File: src/rtl/irs_event_pkg.sv
// Shared definitions for the IRS event framer: FSM state encoding, buffer entry/marker layout, default magics.
package irs_event_pkg;

  typedef enum logic [2:0] {
    ST_IDLE = 3'd0,
    ST_HDR0 = 3'd1,
    ST_HDR1 = 3'd2,
    ST_DATA = 3'd3,
    ST_TRL0 = 3'd4,
    ST_TRL1 = 3'd5,
    ST_TRL2 = 3'd6
  } state_e;

  localparam int ENTRY_W     = 17;
  localparam int MK_BIT      = 16;
  localparam int MK_CODE_BIT = 0;
  localparam int MK_DROP_BIT = 1;
  localparam logic MK_START  = 1'b0;
  localparam logic MK_END    = 1'b1;

  localparam logic [15:0] DEF_HEADER_MAGIC  = 16'hA5E0;
  localparam logic [15:0] DEF_TRAILER_MAGIC = 16'h5AE1;

  // End markers carry the frame's drop flag so it travels in order with the data.
  function automatic logic [ENTRY_W-1:0] mk_marker(input logic code, input logic drop);
    logic [ENTRY_W-1:0] m;
    m              = '0;
    m[MK_BIT]      = 1'b1;
    m[MK_CODE_BIT] = code;
    m[MK_DROP_BIT] = drop;
    return m;
  endfunction

endpackage

File: src/rtl/event_framer_fifo.sv
// First-word-fall-through synchronous FIFO; head valid the cycle after push.
// Pushes while full and pops while empty are ignored.
module event_framer_fifo #(
  parameter int W = 17,
  parameter int L = 4
) (
  input  logic         clk_i,
  input  logic         rst_i,
  input  logic         push_i,
  input  logic [W-1:0] push_dat_i,
  input  logic         pop_i,
  output logic [W-1:0] head_o,
  output logic [L:0]   count_o,
  output logic         empty_o,
  output logic         full_o
);

  localparam int DEPTH = 1 << L;

  logic [W-1:0] r_mem [DEPTH];
  logic [L-1:0] r_wptr;
  logic [L-1:0] r_rptr;
  logic [L:0]   r_count;
  logic         w_do_push;
  logic         w_do_pop;

  assign full_o    = (r_count == (L+1)'(DEPTH));
  assign empty_o   = (r_count == '0);
  assign count_o   = r_count;
  assign head_o    = r_mem[r_rptr];
  assign w_do_push = push_i & ~full_o;
  assign w_do_pop  = pop_i & ~empty_o;

  always_ff @(posedge clk_i) begin
    if (rst_i) begin
      r_wptr  <= '0;
      r_rptr  <= '0;
      r_count <= '0;
    end else begin
      if (w_do_push) r_wptr <= r_wptr + L'(1);
      if (w_do_pop)  r_rptr <= r_rptr + L'(1);
      case ({w_do_push, w_do_pop})
        2'b10:   r_count <= r_count + (L+1)'(1);
        2'b01:   r_count <= r_count - (L+1)'(1);
        default: r_count <= r_count;
      endcase
    end
  end

  always_ff @(posedge clk_i) begin
    if (w_do_push) r_mem[r_wptr] <= push_dat_i;
  end

endmodule

File: src/rtl/irs_event_framer.sv
// Frames DMA event words as header/number/data/trailer into the event FIFO; data latency >= 2 cycles.
// fifo_full_i stalls framing losslessly; input cannot stall, so data is dropped when the buffer nears full. Define EVENT_CHECKSUM_EN to add the XOR checksum word.
module irs_event_framer
  import irs_event_pkg::*;
#(
  parameter logic [15:0] HEADER_MAGIC   = DEF_HEADER_MAGIC,
  parameter logic [15:0] TRAILER_MAGIC  = DEF_TRAILER_MAGIC,
  parameter int          BUF_DEPTH_LOG2 = 4
) (
  input  logic        clk_i,
  input  logic        rst_i,
  input  logic [15:0] event_dat_i,
  input  logic        event_wr_i,
  input  logic        active_i,
  output logic [15:0] fifo_dat_o,
  output logic        fifo_wr_o,
  input  logic        fifo_full_i,
  output logic [15:0] event_count_o,
  output logic        overflow_o,
  output logic        busy_o,
  output logic [31:0] debug_o
);

  localparam int DEPTH = 1 << BUF_DEPTH_LOG2;
  localparam int CW    = BUF_DEPTH_LOG2 + 1;

  logic               r_active_d, r_wr_d, r_fall_d1, r_fall_d2;
  logic               r_start_pend, r_end_pend, r_in_drop, r_overflow;
  logic [15:0]        r_dat_d;
  logic               w_rise, w_fall, w_start_req, w_end_req;
  logic               w_data_ok, w_drop, w_free, w_start_push, w_end_push, w_push;
  logic [ENTRY_W-1:0] w_push_dat, w_head;
  logic [CW-1:0]      w_count;
  logic               w_empty, w_full, w_pop;

  state_e             r_state, w_next;
  logic [15:0]        r_event_count;
  logic [14:0]        r_wcount;
  logic               r_drop;
  logic               w_emit, w_data_emit, w_head_mk, w_head_end;
  logic [15:0]        w_word;
`ifdef EVENT_CHECKSUM_EN
  logic [15:0]        r_csum;
`endif

  assign w_rise       = active_i & ~r_active_d;
  assign w_fall       = ~active_i & r_active_d;
  assign w_start_req  = w_rise | r_start_pend;
  assign w_end_req    = r_fall_d2 | r_end_pend;
  assign w_data_ok    = r_wr_d & (w_count < CW'(DEPTH - 2));
  assign w_drop       = r_wr_d & ~w_data_ok;
  // A dropped word leaves the push slot free for a waiting marker.
  assign w_free       = ~w_data_ok & ~w_full;
  assign w_end_push   = w_end_req & w_free;
  assign w_start_push = w_start_req & w_free & ~w_end_req;
  assign w_push       = w_data_ok | w_end_push | w_start_push;

  always_comb begin
    w_push_dat = mk_marker(MK_START, 1'b0);
    if (w_data_ok)       w_push_dat = {1'b0, r_dat_d};
    else if (w_end_push) w_push_dat = mk_marker(MK_END, r_in_drop | w_drop);
  end

  always_ff @(posedge clk_i) begin
    if (rst_i) begin
      r_active_d   <= 1'b0;
      r_wr_d       <= 1'b0;
      r_dat_d      <= '0;
      r_fall_d1    <= 1'b0;
      r_fall_d2    <= 1'b0;
      r_start_pend <= 1'b0;
      r_end_pend   <= 1'b0;
      r_in_drop    <= 1'b0;
      r_overflow   <= 1'b0;
    end else begin
      r_active_d   <= active_i;
      r_wr_d       <= event_wr_i;
      r_dat_d      <= event_dat_i;
      r_fall_d1    <= w_fall;
      r_fall_d2    <= r_fall_d1;
      r_start_pend <= w_start_req & ~w_start_push;
      r_end_pend   <= w_end_req & ~w_end_push;
      if (w_start_push | w_end_push) r_in_drop <= 1'b0;
      else if (w_drop)               r_in_drop <= 1'b1;
      if (w_drop) r_overflow <= 1'b1;
    end
  end

  event_framer_fifo #(
    .W (ENTRY_W),
    .L (BUF_DEPTH_LOG2)
  ) u_buf (
    .clk_i      (clk_i),
    .rst_i      (rst_i),
    .push_i     (w_push),
    .push_dat_i (w_push_dat),
    .pop_i      (w_pop),
    .head_o     (w_head),
    .count_o    (w_count),
    .empty_o    (w_empty),
    .full_o     (w_full)
  );

  assign w_head_mk  = w_head[MK_BIT];
  assign w_head_end = (w_head[MK_CODE_BIT] == MK_END);

  always_comb begin
    w_next      = r_state;
    w_emit      = 1'b0;
    w_word      = '0;
    w_pop       = 1'b0;
    w_data_emit = 1'b0;
    case (r_state)
      ST_IDLE: begin
        if (!w_empty) begin
          w_pop = 1'b1;
          if (w_head_mk && !w_head_end) w_next = ST_HDR0;
        end
      end
      ST_HDR0: begin
        w_emit = 1'b1;
        w_word = HEADER_MAGIC;
        if (!fifo_full_i) w_next = ST_HDR1;
      end
      ST_HDR1: begin
        w_emit = 1'b1;
        w_word = r_event_count;
        if (!fifo_full_i) w_next = ST_DATA;
      end
      ST_DATA: begin
        if (!w_empty) begin
          if (!w_head_mk) begin
            w_emit = 1'b1;
            w_word = w_head[15:0];
            if (!fifo_full_i) begin
              w_pop       = 1'b1;
              w_data_emit = 1'b1;
            end
          end else if (w_head_end) begin
            w_pop  = 1'b1;
            w_next = ST_TRL0;
          end else begin
            // Missing end marker: close this frame, leave the start for IDLE.
            w_next = ST_TRL0;
          end
        end
      end
      ST_TRL0: begin
        w_emit = 1'b1;
        w_word = {r_drop, r_wcount};
`ifdef EVENT_CHECKSUM_EN
        if (!fifo_full_i) w_next = ST_TRL1;
`else
        if (!fifo_full_i) w_next = ST_TRL2;
`endif
      end
`ifdef EVENT_CHECKSUM_EN
      ST_TRL1: begin
        w_emit = 1'b1;
        w_word = r_csum;
        if (!fifo_full_i) w_next = ST_TRL2;
      end
`endif
      ST_TRL2: begin
        w_emit = 1'b1;
        w_word = TRAILER_MAGIC;
        if (!fifo_full_i) w_next = ST_IDLE;
      end
      default: w_next = ST_IDLE;
    endcase
  end

  always_ff @(posedge clk_i) begin
    if (rst_i) begin
      r_state       <= ST_IDLE;
      r_event_count <= '0;
      r_wcount      <= '0;
      r_drop        <= 1'b0;
`ifdef EVENT_CHECKSUM_EN
      r_csum        <= '0;
`endif
    end else begin
      r_state <= w_next;
      if (r_state == ST_IDLE && w_next == ST_HDR0) begin
        r_wcount <= '0;
        r_drop   <= 1'b0;
`ifdef EVENT_CHECKSUM_EN
        r_csum   <= '0;
`endif
      end
      if (w_data_emit) begin
        if (r_wcount != 15'h7FFF) r_wcount <= r_wcount + 15'd1;
`ifdef EVENT_CHECKSUM_EN
        r_csum <= r_csum ^ w_head[15:0];
`endif
      end
      if (r_state == ST_DATA && w_pop && w_head_mk) r_drop <= w_head[MK_DROP_BIT];
      if (r_state == ST_TRL2 && fifo_wr_o) r_event_count <= r_event_count + 16'd1;
    end
  end

  assign fifo_wr_o     = w_emit & ~fifo_full_i;
  assign fifo_dat_o    = w_word;
  assign event_count_o = r_event_count;
  assign overflow_o    = r_overflow;
  assign busy_o        = (r_state != ST_IDLE) | ~w_empty | r_start_pend | r_end_pend;
  assign debug_o       = {fifo_dat_o, 6'd0, fifo_full_i, r_overflow, 5'(w_count), r_state};

endmodule
File: config.mk
export PLATFORM = sky130hd
export DESIGN_NAME = irs_event_framer
export DESIGN_NICKNAME = d
export VERILOG_FILES = /design/src/rtl/irs_event_pkg.sv /design/src/rtl/event_framer_fifo.sv /design/src/rtl/irs_event_framer.sv
export SDC_FILE = /design/constraint.sdc
export NUM_CORES = 1
export LEC_CHECK = 0
export CAP_MARGIN = 10
export CORE_MARGIN = 10
export CORE_UTILIZATION = 59
export DETAILED_ROUTE_END_ITERATION = 10
export HOLD_SLACK_MARGIN = 0.1
export MAX_ROUTING_LAYER = met4
export PLACE_DENSITY = 0.9
export SYNTH_ARGS = -nofsm -noshare
export SYNTH_HDL_FRONTEND = slang
export SYNTH_SLANG_ARGS = --single-unit
File: constraint.sdc
create_clock -name clk_i -period 4.9 [get_ports clk_i]
set_clock_uncertainty 0.1 [all_clocks]
set_input_delay 0.49 -clock clk_i [delete_from_list [all_inputs] [get_ports clk_i]]
set_output_delay 0.49 -clock clk_i [all_outputs]
set_load 0.05 [all_outputs]
* Word level (Yosys, flattened, before mapping)
Memory sizes are Yosys's and may differ from the RTL's. A register that Yosys moved wholly into a read port is not among the register bits.
Index checks and enable logic that the tools add are counted.
** Word-level totals
- Register bits after elaboration :: 72
- RAM bits :: 272
- Memories kept :: 1
- Output and inout bits :: 67
- Bits of input ports :: 21
- Logic and storage cells :: 114
** Memories
- u_buf.r_mem :: depth 16, bits a word 17, read ports 1, clocked after Yosys merged registers in 1, wr ports 1, RTL line event_framer_fifo.sv:20 : logic [W-1:0] r_mem [DEPTH];
** Operators by class
- Multiplexer cells :: 36
- Magnitude comparators :: 1
- Equal/unequal tests :: 10
- Bitwise operators :: 31
- $add $sub $neg :: 6
- Reduce and logical (&&, ||, !) cells :: 13
** Operators by type and width (number)
- $pmux 16 s5 :: 1
- $mux 15 :: 3
- $mux 16 :: 2
- $mux 3 :: 8
- $pmux 3 s6 :: 1
- $mux 17 :: 1
- $add 16x1->16 const B :: 1
- $add 15x1->15 const B :: 1
- $ne 15x15->1 const B :: 1
- $mux 1 :: 14
- $and 1x1->1 :: 13
- $pmux 5 s2 :: 1
- $not 1->1 :: 9
- $or 1x1->1 :: 9
- $add 4x1->4 const B :: 2
- $mux 4 :: 2
- $eq 3x1->1 const B :: 2
- $eq 3x2->1 const B :: 2
- $eq 3x3->1 const B :: 2
- $add 5x1->5 const B :: 1
- $eq 5x5->1 const B :: 1
- $logic_and 1x1->1 :: 5
- $logic_not 5->1 :: 1
- $lt 5x4->1 const B :: 1
- other kinds (11) :: 13

* Depth between registers and ports, before layout
Gate-level depths: netlist of the first run.
- Depth after elaboration :: 10
- Depth in mapped cells :: 15
- Gate-level depth less buffers :: 13

* Cells and area by module
Synthesis of the first run repeated with hierarchy kept, for this count alone.
** Second synthesis, totals
- Cells, all modules :: 960
- Area total of the unflattened synthesis :: 14620.3 um^2
** By module, submodules not included
- event_framer_fifo :: sequential area each 8508.2 um^2, area each 11257.0 um^2, cells an instance 550, instances 1
- irs_event_framer :: sequential area each 1181.1 um^2, area each 3363.2 um^2, cells an instance 410, instances 1

* Worst setup path before layout of the first run
OpenSTA, ideal clock, no wires.
- Path kind :: flip-flop to flip-flop
- Start point :: reg u_buf.r_count[2] (netlist: u_buf.count_o[2])
- End point :: mem u_buf.r_mem[3][0] (enable)
- Stages on the path, launching flop included :: 9
- Library setup time :: 412 ps
- Buffers on the path :: 2
- Data arrival time :: 3357 ps
- Slack :: 1030 ps
- Path through :: dfxtp_1 -> clkbuf_1 -> a31oi_1 -> and2_1 -> inv_1 -> a31oi_1 -> clkbuf_1 -> nand2_1 -> nor3_1
** On the way
- Cells in the longest elaborated chain, start to end :: 10
- Elaborated cells on any way between the ends :: 14
- Classes of those cells :: order compare: 1; eq/ne: 1; mux: 2; bitwise: 10
** Ends and longest elaborated chain
- start: declaration :: RTL line event_framer_fifo.sv:23 : logic [L:0] r_count;
- start signal: assignment :: RTL line event_framer_fifo.sv:43 : 2'b10: r_count <= r_count + (L+1)'(1);
- start signal: assignment :: RTL line event_framer_fifo.sv:44 : 2'b01: r_count <= r_count - (L+1)'(1);
- start signal: assignment :: RTL line event_framer_fifo.sv:45 : default: r_count <= r_count;
- $lt 5x4->1 :: RTL line irs_event_framer.sv:50 : assign w_data_ok = r_wr_d & (w_count < CW'(DEPTH - 2));
- $and 1x1->1 :: RTL line irs_event_framer.sv:50
- $not 1->1 :: RTL line irs_event_framer.sv:53 : assign w_free = ~w_data_ok & ~w_full;
- $and 1x1->1 :: RTL line irs_event_framer.sv:53
- $and 1x1->1, on equally long branches :: RTL line irs_event_framer.sv:54, irs_event_framer.sv:55
- $or 1x1->1 or $and 1x1->1 (tied branches) :: RTL line irs_event_framer.sv:56, irs_event_framer.sv:55
- $or 1x1->1 :: RTL line irs_event_framer.sv:56 : assign w_push = w_data_ok | w_end_push | w_start_push;
- $and 1x1->1 * :: RTL line event_framer_fifo.sv:31 : assign w_do_push = push_i & ~full_o;
- $mux 1 * :: RTL line event_framer_fifo.sv:51 : if (w_do_push) r_mem[r_wptr] <= push_dat_i;
- $mux 1 (not written as such) * :: RTL line event_framer_fifo.sv:51
- end: declaration :: RTL line event_framer_fifo.sv:20
Mark *: on every way between the ends. The rest lies on a longest branch, timed or not.

* Worst setup path in the final report of the first run
- Start point :: reg r_state[0]
- End point :: out fifo_dat_o[0]
** On the way
- Cells in the longest elaborated chain, start to end :: 2
- Elaborated cells on any way between the ends :: 6
- Classes of those cells :: eq/ne: 5; mux: 1
** Ends and longest elaborated chain
- start: declaration :: RTL line irs_event_framer.sv:36 : state_e r_state, w_next;
- start signal: assignment :: RTL line irs_event_framer.sv:183 : r_state <= w_next;
- $eq 3x3->1 (tied with other cells) :: RTL line irs_event_framer.sv:113 : case (r_state)
- $pmux 16 s5 * :: RTL line irs_event_framer.sv:113
- end: declaration :: RTL line irs_event_framer.sv:15 : output logic [15:0] fifo_dat_o,
Marks and branches as above.

==> results of run 1 <==
## cell usage in the layout, fill, tap and decap left out, drive strengths merged, types with 7 or more instances in the layout
cell type      count
edfxtp           272
mux4              83
clkdlybuf4s50     80
dfxtp             76
nor2              70
clkbuf            48
a21oi             35
buf               29
inv               29
o21ai             25
nor2b             24
nand2             23
and3              20
nor3              17
xor2              15
a22oi             11
nand3             10
nand3b            10
ha                10
o22ai              8
o21a               8
nand4              8
o221ai             7
xnor2              7
clkinv             7
## power by group
| part | switching [mW] | total, mW | internal, mW |
|---|---|---|---|
| Combinational | 1.07 | 1.81 | 0.741 |
| Clock | 1.11 | 2.71 | 1.61 |
| Sequential | 0.114 | 3.44 | 3.33 |
| Total | 2.29 | 7.97 | 5.68 |
## cells by family after synthesis
family | count (synthesis) | share of synthesized area (%)
other | 1 | 0.0263
AND/OR/NAND/NOR | 211 | 7.60
AO/OA/AOI/OAI | 112 | 5.08
flip-flops | 348 | 67.9
XOR/XNOR | 22 | 1.35
multiplexers | 91 | 13.8
adder cells (fa/ha/maj) | 10 | 0.877
buffers and inverters | 99 | 3.39
## path summary, 6_finish.rpt
check / startpoint / end / slack (ns) / depth (start not counted)
min reg2reg: r_fall_d1 / r_fall_d2 / 0.36 / 1
min: r_fall_d1 / r_fall_d2 / 0.36 / 1
max: r_state[0] / fifo_dat_o[0] / 0.28 / 5
max reg2reg: flip-flop / u_buf.count_o[4] / 0.57 / 13
## flip-flops by register name (all words and copies together) (netlist names), named ones only
| name | count |
|---|---|
| r_in_drop | 1 |
| u_buf.r_rptr | 4 |
| r_end_pend | 1 |
| u_buf.r_wptr | 4 |
| r_state | 3 |
| r_drop | 1 |
| overflow_o | 1 |
| event_count_o | 16 |
| r_wr_d | 1 |
| u_buf.count_o | 5 |
| r_dat_d | 16 |
| u_buf.r_mem | 272 |
| r_fall_d2 | 1 |
| r_fall_d1 | 1 |
| r_active_d | 1 |
| r_wcount | 15 |
| r_start_pend | 1 |
## synthesized netlist by cell type (20+ instances only)
cell	number
nor2b_1	24
clkbuf_1	35
inv_1	26
o21ai_0	23
nor2_1	70
nand2_1	23
edfxtp_1	272
and3_1	20
a21oi_1	34
dfxtp_1	76
buf_4	25
mux4_2	81
## metal layers
metal / track usage, % / vias to the layer above / share of wire, %
li1: - / 3588 / -
met4: 10.1 / 0 / 4.1
met1: 28.1 / 4322 / 36
met3: 5.08 / 115 / 9.9
met5: - / - / 0
met2: 39.2 / 634 / 50
## final cells by class
cell class / instances / area [um2]
clock buffer: 48 / 966
timing repair buffer: 109 / 1030
multi-input combinational: 452 / 4150
sequential: 348 / 9690
tap: 319 / 399
clock inverter: 16 / 204
inverter: 26 / 97.6
fill: 1371 / 7080
==> impl_summary.txt, run 1 <==
----------------------------------------------------
[Outcome]
  Result of the run ... completed

[Floorplanning]
  Initial core utilization ... 60.4%
  Core box area ... 0.0236 mm2
  Die outline area ... 0.0308 mm2
  Boundary Pins ... 88
  Die width ... 175 um
  Height of the die ... 175 um
  Number of rows created at floorplan ... 56

[Setup path]
  Cell family contributing the most delay on the critical path ... simple AND/OR/NAND/NOR gates
  Critical Path End Type ... output pin
  Crit path DAT ... 4.03 ns
  Buffer and inverter count on the worst path ... 1
  Maximum fanout encountered on the critical timing path ... 25
  Required time reported for the critical path endpoint ... 4.31 ns
  Crit path max-delay cell type ... dfxtp_1
  Crit Path Category ... flip-flop to output pin
  Startpoint type of the worst setup path ... flip-flop
  Max stage delay on crit path ... 0.89 ns
  CP Cell Sequence ... and2_0 > o2111ai_2 > or2b_1 > o21ai_0 > clkdlybuf4s50_1

[Clock tree]
  Clock transition at the registers of the reported paths ... 0.06 ns
  Number of CTS-inserted buffers ... 35
  Later-pin clock latency in the skew report ... 0.52 ns
  Post-cts repair resize count ... 0
  TritonCTS clock tree ... done
  CTS sink cnt ... 348
  Maximum clock insertion buffer count ... 3
  H-tree depth ... 2
  Cts hold-fix bufs ... 0
  Clock root buffer ... clkbuf_16
  Post-CTS Setup Inserts ... 0

[Drt]
  # DRC ... 0
  Total iterations of the first detailed-routing run ... 5
  Routed len/inst ... 27.0 um
  Total wire length ... 35600 um
  Vias/cell ... 6.57
  Number of DRC markers after the initial detailed-route iteration ... 1276
  Detailed-route via count ... 8659
  Antenna-violating nets left ... 0

[Cells and area]
  Number of antenna cells inserted ... 0
  Layout cell share with drive strength beyond 1 ... 17.8%
  Post-layout utilization of the core ... 70.0%
  Synthesis-to-finish area growth ... 15.9%
  Nets ... 1003
  Cell Count, Final, Fillers Out ... 1318
  Post-route standard cell area excluding fillers ... 0.0165 mm2

[Timing]
  Setup slack after layout ... 0.285 ns
  Tcrit/Tclk final ... 94.2%
  Tightest slew margin relative to the limit ... 33.4%
  Number of max-slew violations in the final report ... 0
  Maximum clock frequency ... 217 MHz
  Minimum period implied by the final worst setup slack ... 4.62 ns
  Slew at the pin closest to its max-slew limit ... 0.999 ns
  Hold violation total from the final report ... 0
  Final setup viols ... 0
  Worst hold slack across all endpoints ... 0.357 ns
  RSZ-0062 raised after global routing ... no
  Total negative slack ... 0 ns

[Synthesis]
  Proportion of synthesized chip area in sequential cells ... 67.9%
  Netlist area before placement ... 0.0143 mm2
  Warnings from Yosys ... 0
  Post-synthesis cell type count ... 59
  Predominant post-synthesis flop cell ... edfxtp_1
  EDFF count, synth ... 272
  Most area-consuming cells after synthesis ... edfxtp_1, mux4_2, dfxtp_1
  Share of Yosys cell area claimed by the top area cell type ... 57.3%
  Number of standard cells after synthesis ... 894
  Synthesized area divided by synthesized cell count ... 16.0 um2
  Most area-hungry cell type in the Yosys netlist ... edfxtp_1
  Flop and latch count out of synthesis ... 348
  Share of async-settable or async-resettable flops after synthesis ... 0%

[Hold path]
  Path type of the worst min-delay path ... flip-flop to flip-flop

[Global routing]
  Via count of the first global-routing pass ... 8840
  Congestion Overflow GR ... 0
  Global-route wire length before repair ... 54400 um
  Maximum number of pins on one net before global-route repair ... 59
  Number of antenna violations at the first check in global routing ... 1
  Global routing usage summed across all routing layers ... 23.8%

[Power]
  Final total power ... 7.97 mW
  Lkg Pwr ... 5.48 nW
  Max VDD drop ... 0.000319 V
  Cell Pwr Density ... 482 mW/mm2

[Placed design]
  Post-DP Area ... 0.0154 mm2
  Detail Placement HPWL ... 21200 um
  Minimum setup slack after placement ... 0.731 ns
  Gpl congestion ... 0.908
  Number of buffers inserted by port buffering ... 81
  Cell count after placement ... 1254

[Flow run]
  Number of max-capacitance violations reported ... 0

----------------------------------------------------
No activity file was read; power rests on OpenSTA's default activity.
==> run 2, diff against run 1 <==
Clock period 4.9 ns to 5.3 ns, I/O delays scaled along.
==> impl_summary.txt, run 2 (synthesis gave the netlist of run 1 again) <==
----------------------------------------------------
[Drt]
  Routed len/inst ... 25.9 um
  Total iterations of the first detailed-routing run ... 5
  Total wire length ... 34000 um
  Detailed-route via count ... 8321
  Antenna-violating nets left ... 0
  Number of DRC markers after the initial detailed-route iteration ... 987
  Vias/cell ... 6.34
  # DRC ... 0

[Clock tree]
  Later-pin clock latency in the skew report ... 0.52 ns
  Cts hold-fix bufs ... 0
  Clock root buffer ... clkbuf_16
  CTS sink cnt ... 348
  Post-cts repair resize count ... 0
  Maximum clock insertion buffer count ... 3
  Post-CTS Setup Inserts ... 0
  Number of CTS-inserted buffers ... 35
  TritonCTS clock tree ... done
  Clock transition at the registers of the reported paths ... 0.06 ns
  H-tree depth ... 2

[Global routing]
  Congestion Overflow GR ... 0
  Via count of the first global-routing pass ... 8532
  Number of antenna violations at the first check in global routing ... 0
  Global-route wire length before repair ... 52100 um
  Global routing usage summed across all routing layers ... 22.8%
  Maximum number of pins on one net before global-route repair ... 60

[Setup path]
  Cell family contributing the most delay on the critical path ... simple AND/OR/NAND/NOR gates
  Maximum fanout encountered on the critical timing path ... 21
  Crit Path Category ... flip-flop to output pin
  Crit path max-delay cell type ... clkdlybuf4s50_1
  Setup slack, reg-to-reg ... 0.69 ns
  CP Cell Sequence ... nor2b_1 > and2_0 > o2111ai_2 > or2b_1 > o21ai_0 > clkdlybuf4s50_1
  Critical Path End Type ... output pin
  Required time reported for the critical path endpoint ... 4.67 ns
  Max stage delay on crit path ... 0.89 ns
  Crit path DAT ... 4.31 ns
  Buffer and inverter count on the worst path ... 1
  Capture instance of the worst register-to-register path ... u_buf.count_o[4]
  Startpoint type of the worst setup path ... flip-flop
  Worst reg2reg path depth ... 13

[Placed design]
  Number of buffers inserted by port buffering ... 81
  Gpl congestion ... 0.841
  Post-DP Area ... 0.0153 mm2
  Cell count after placement ... 1252
  Detail Placement HPWL ... 20700 um

[Cells and area]
  Layout cell share with drive strength beyond 1 ... 17.6%
  Fill count ... 1437
  FF/Latch Area ... 0.00969 mm2
  Top register by number of flip-flops ... u_buf.r_mem
  Number of antenna cells inserted ... 0
  Post-route standard cell area excluding fillers ... 0.0165 mm2
  Nets ... 1001
  Leading cell types in the layout, fill and taps excluded ... edfxtp_1, mux4_2, clkdlybuf4s50_1
  Cell Count, Final, Fillers Out ... 1313
  Multi-input gate area in the final layout ... 0.00415 mm2
  Synthesis-to-finish area growth ... 15.4%
  Most common cell after layout, fill and taps aside ... edfxtp_1
  Flip-flop count of the largest register, all copies and words added ... 272

[Power]
  Lkg Pwr ... 5.44 nW
  Cell Pwr Density ... 439 mW/mm2
  Switching share of power ... 28.3%
  Switching power total ... 2.04 mW
  Clk network pwr share ... 33.4%
  Portion of total power attributed to sequential cells ... 44.6%
  Pint ... 5.18 mW
  Max VDD drop ... 0.000251 V
  Logic pwr share ... 21.9%

[Hold path]
  Startpoint of the worst hold path ... rst_i
  Number of cells traversed by the worst hold path ... 2
  Path type of the worst min-delay path ... input pin to flip-flop
  Worst Hold Path EP ... r_dat_d[14]

[Timing]
  RSZ-0062 raised after global routing ... no
  Slew at the pin closest to its max-slew limit ... 1.27 ns
  Maximum clock frequency ... 202 MHz
  Total negative slack ... 0 ns
  Minimum period implied by the final worst setup slack ... 4.94 ns
  Tcrit/Tclk final ... 93.3%
  Tightest slew margin relative to the limit ... 15.5%
  Final setup viols ... 0
  Hold violation total from the final report ... 0
  Number of max-slew violations in the final report ... 0
  Worst hold slack across all endpoints ... 0.333 ns

[Outcome]
  Result of the run ... completed

[Flow run]
  Number of max-capacitance violations reported ... 0

[Floorplanning]
  Die width ... 175 um
  Boundary Pins ... 88
  Number of rows created at floorplan ... 56
  Die outline area ... 0.0308 mm2
  Height of the die ... 175 um
  Initial core utilization ... 60.4%
  Core box area ... 0.0236 mm2

----------------------------------------------------
==> run 2: stage by stage <==
stage                     util [%]  power, mW  setup WS [ns]
final                         69.7       7.22          0.357
after global routing          69.7       7.47          0.158
after CTS                     69.7       7.26          0.410
after floorplan                  -       4.40           1.43
after global placement        65.0       4.77          0.989
after detailed placement      65.0       4.83          0.915
==> run 2: how the worst max path moves through the flow <==
stage,start,end,slack (ns),cells after the start
detailed placement,flip-flop,u_buf.count_o[4],0.92,13
floorplan,u_buf.count_o[2],u_buf.r_mem[3][0],1.43,8
global route,r_state[1],debug_o[16],0.16,6
finish,r_state[1],fifo_dat_o[0],0.36,6
global placement,flip-flop,u_buf.count_o[4],0.99,13
CTS,r_state[1],fifo_dat_o[0],0.41,6
==> run 2: area by class of cell <==
cell class / count / share of cell area [%]
clock buffer: 43 / 5.82
clock inverter: 18 / 1.00
inverter: 26 / 0.593
multi-input combinational: 452 / 25.2
sequential: 348 / 58.9
tap: 319 / 2.42
timing repair buffer: 107 / 6.08
==> run 2: power by group through the flow <==
| stage | Combinational [mW] | Sequential (mW) | Clock [mW] |
|---|---|---|---|
| 2_1_floorplan | 1.18 | 3.22 | 0 |
| 3_3_place_gp | 1.51 | 3.27 | 0 |
| 3_5_place_dp | 1.55 | 3.28 | 0 |
| 4_1_cts | 1.58 | 3.23 | 2.44 |
| 5_1_grt | 1.68 | 3.25 | 2.55 |
| 6_report | 1.58 | 3.22 | 2.41 |
==> run 2: per-layer routing <==
layer  part of all wire (%)  vias up  global-route usage (%)
li1                       -     3590                       -
met5                      0        -                       -
met1                     38     4155                    27.6
met2                     50      488                    37.4
met3                    8.8       88                    4.59
met4                    3.3        0                    8.65
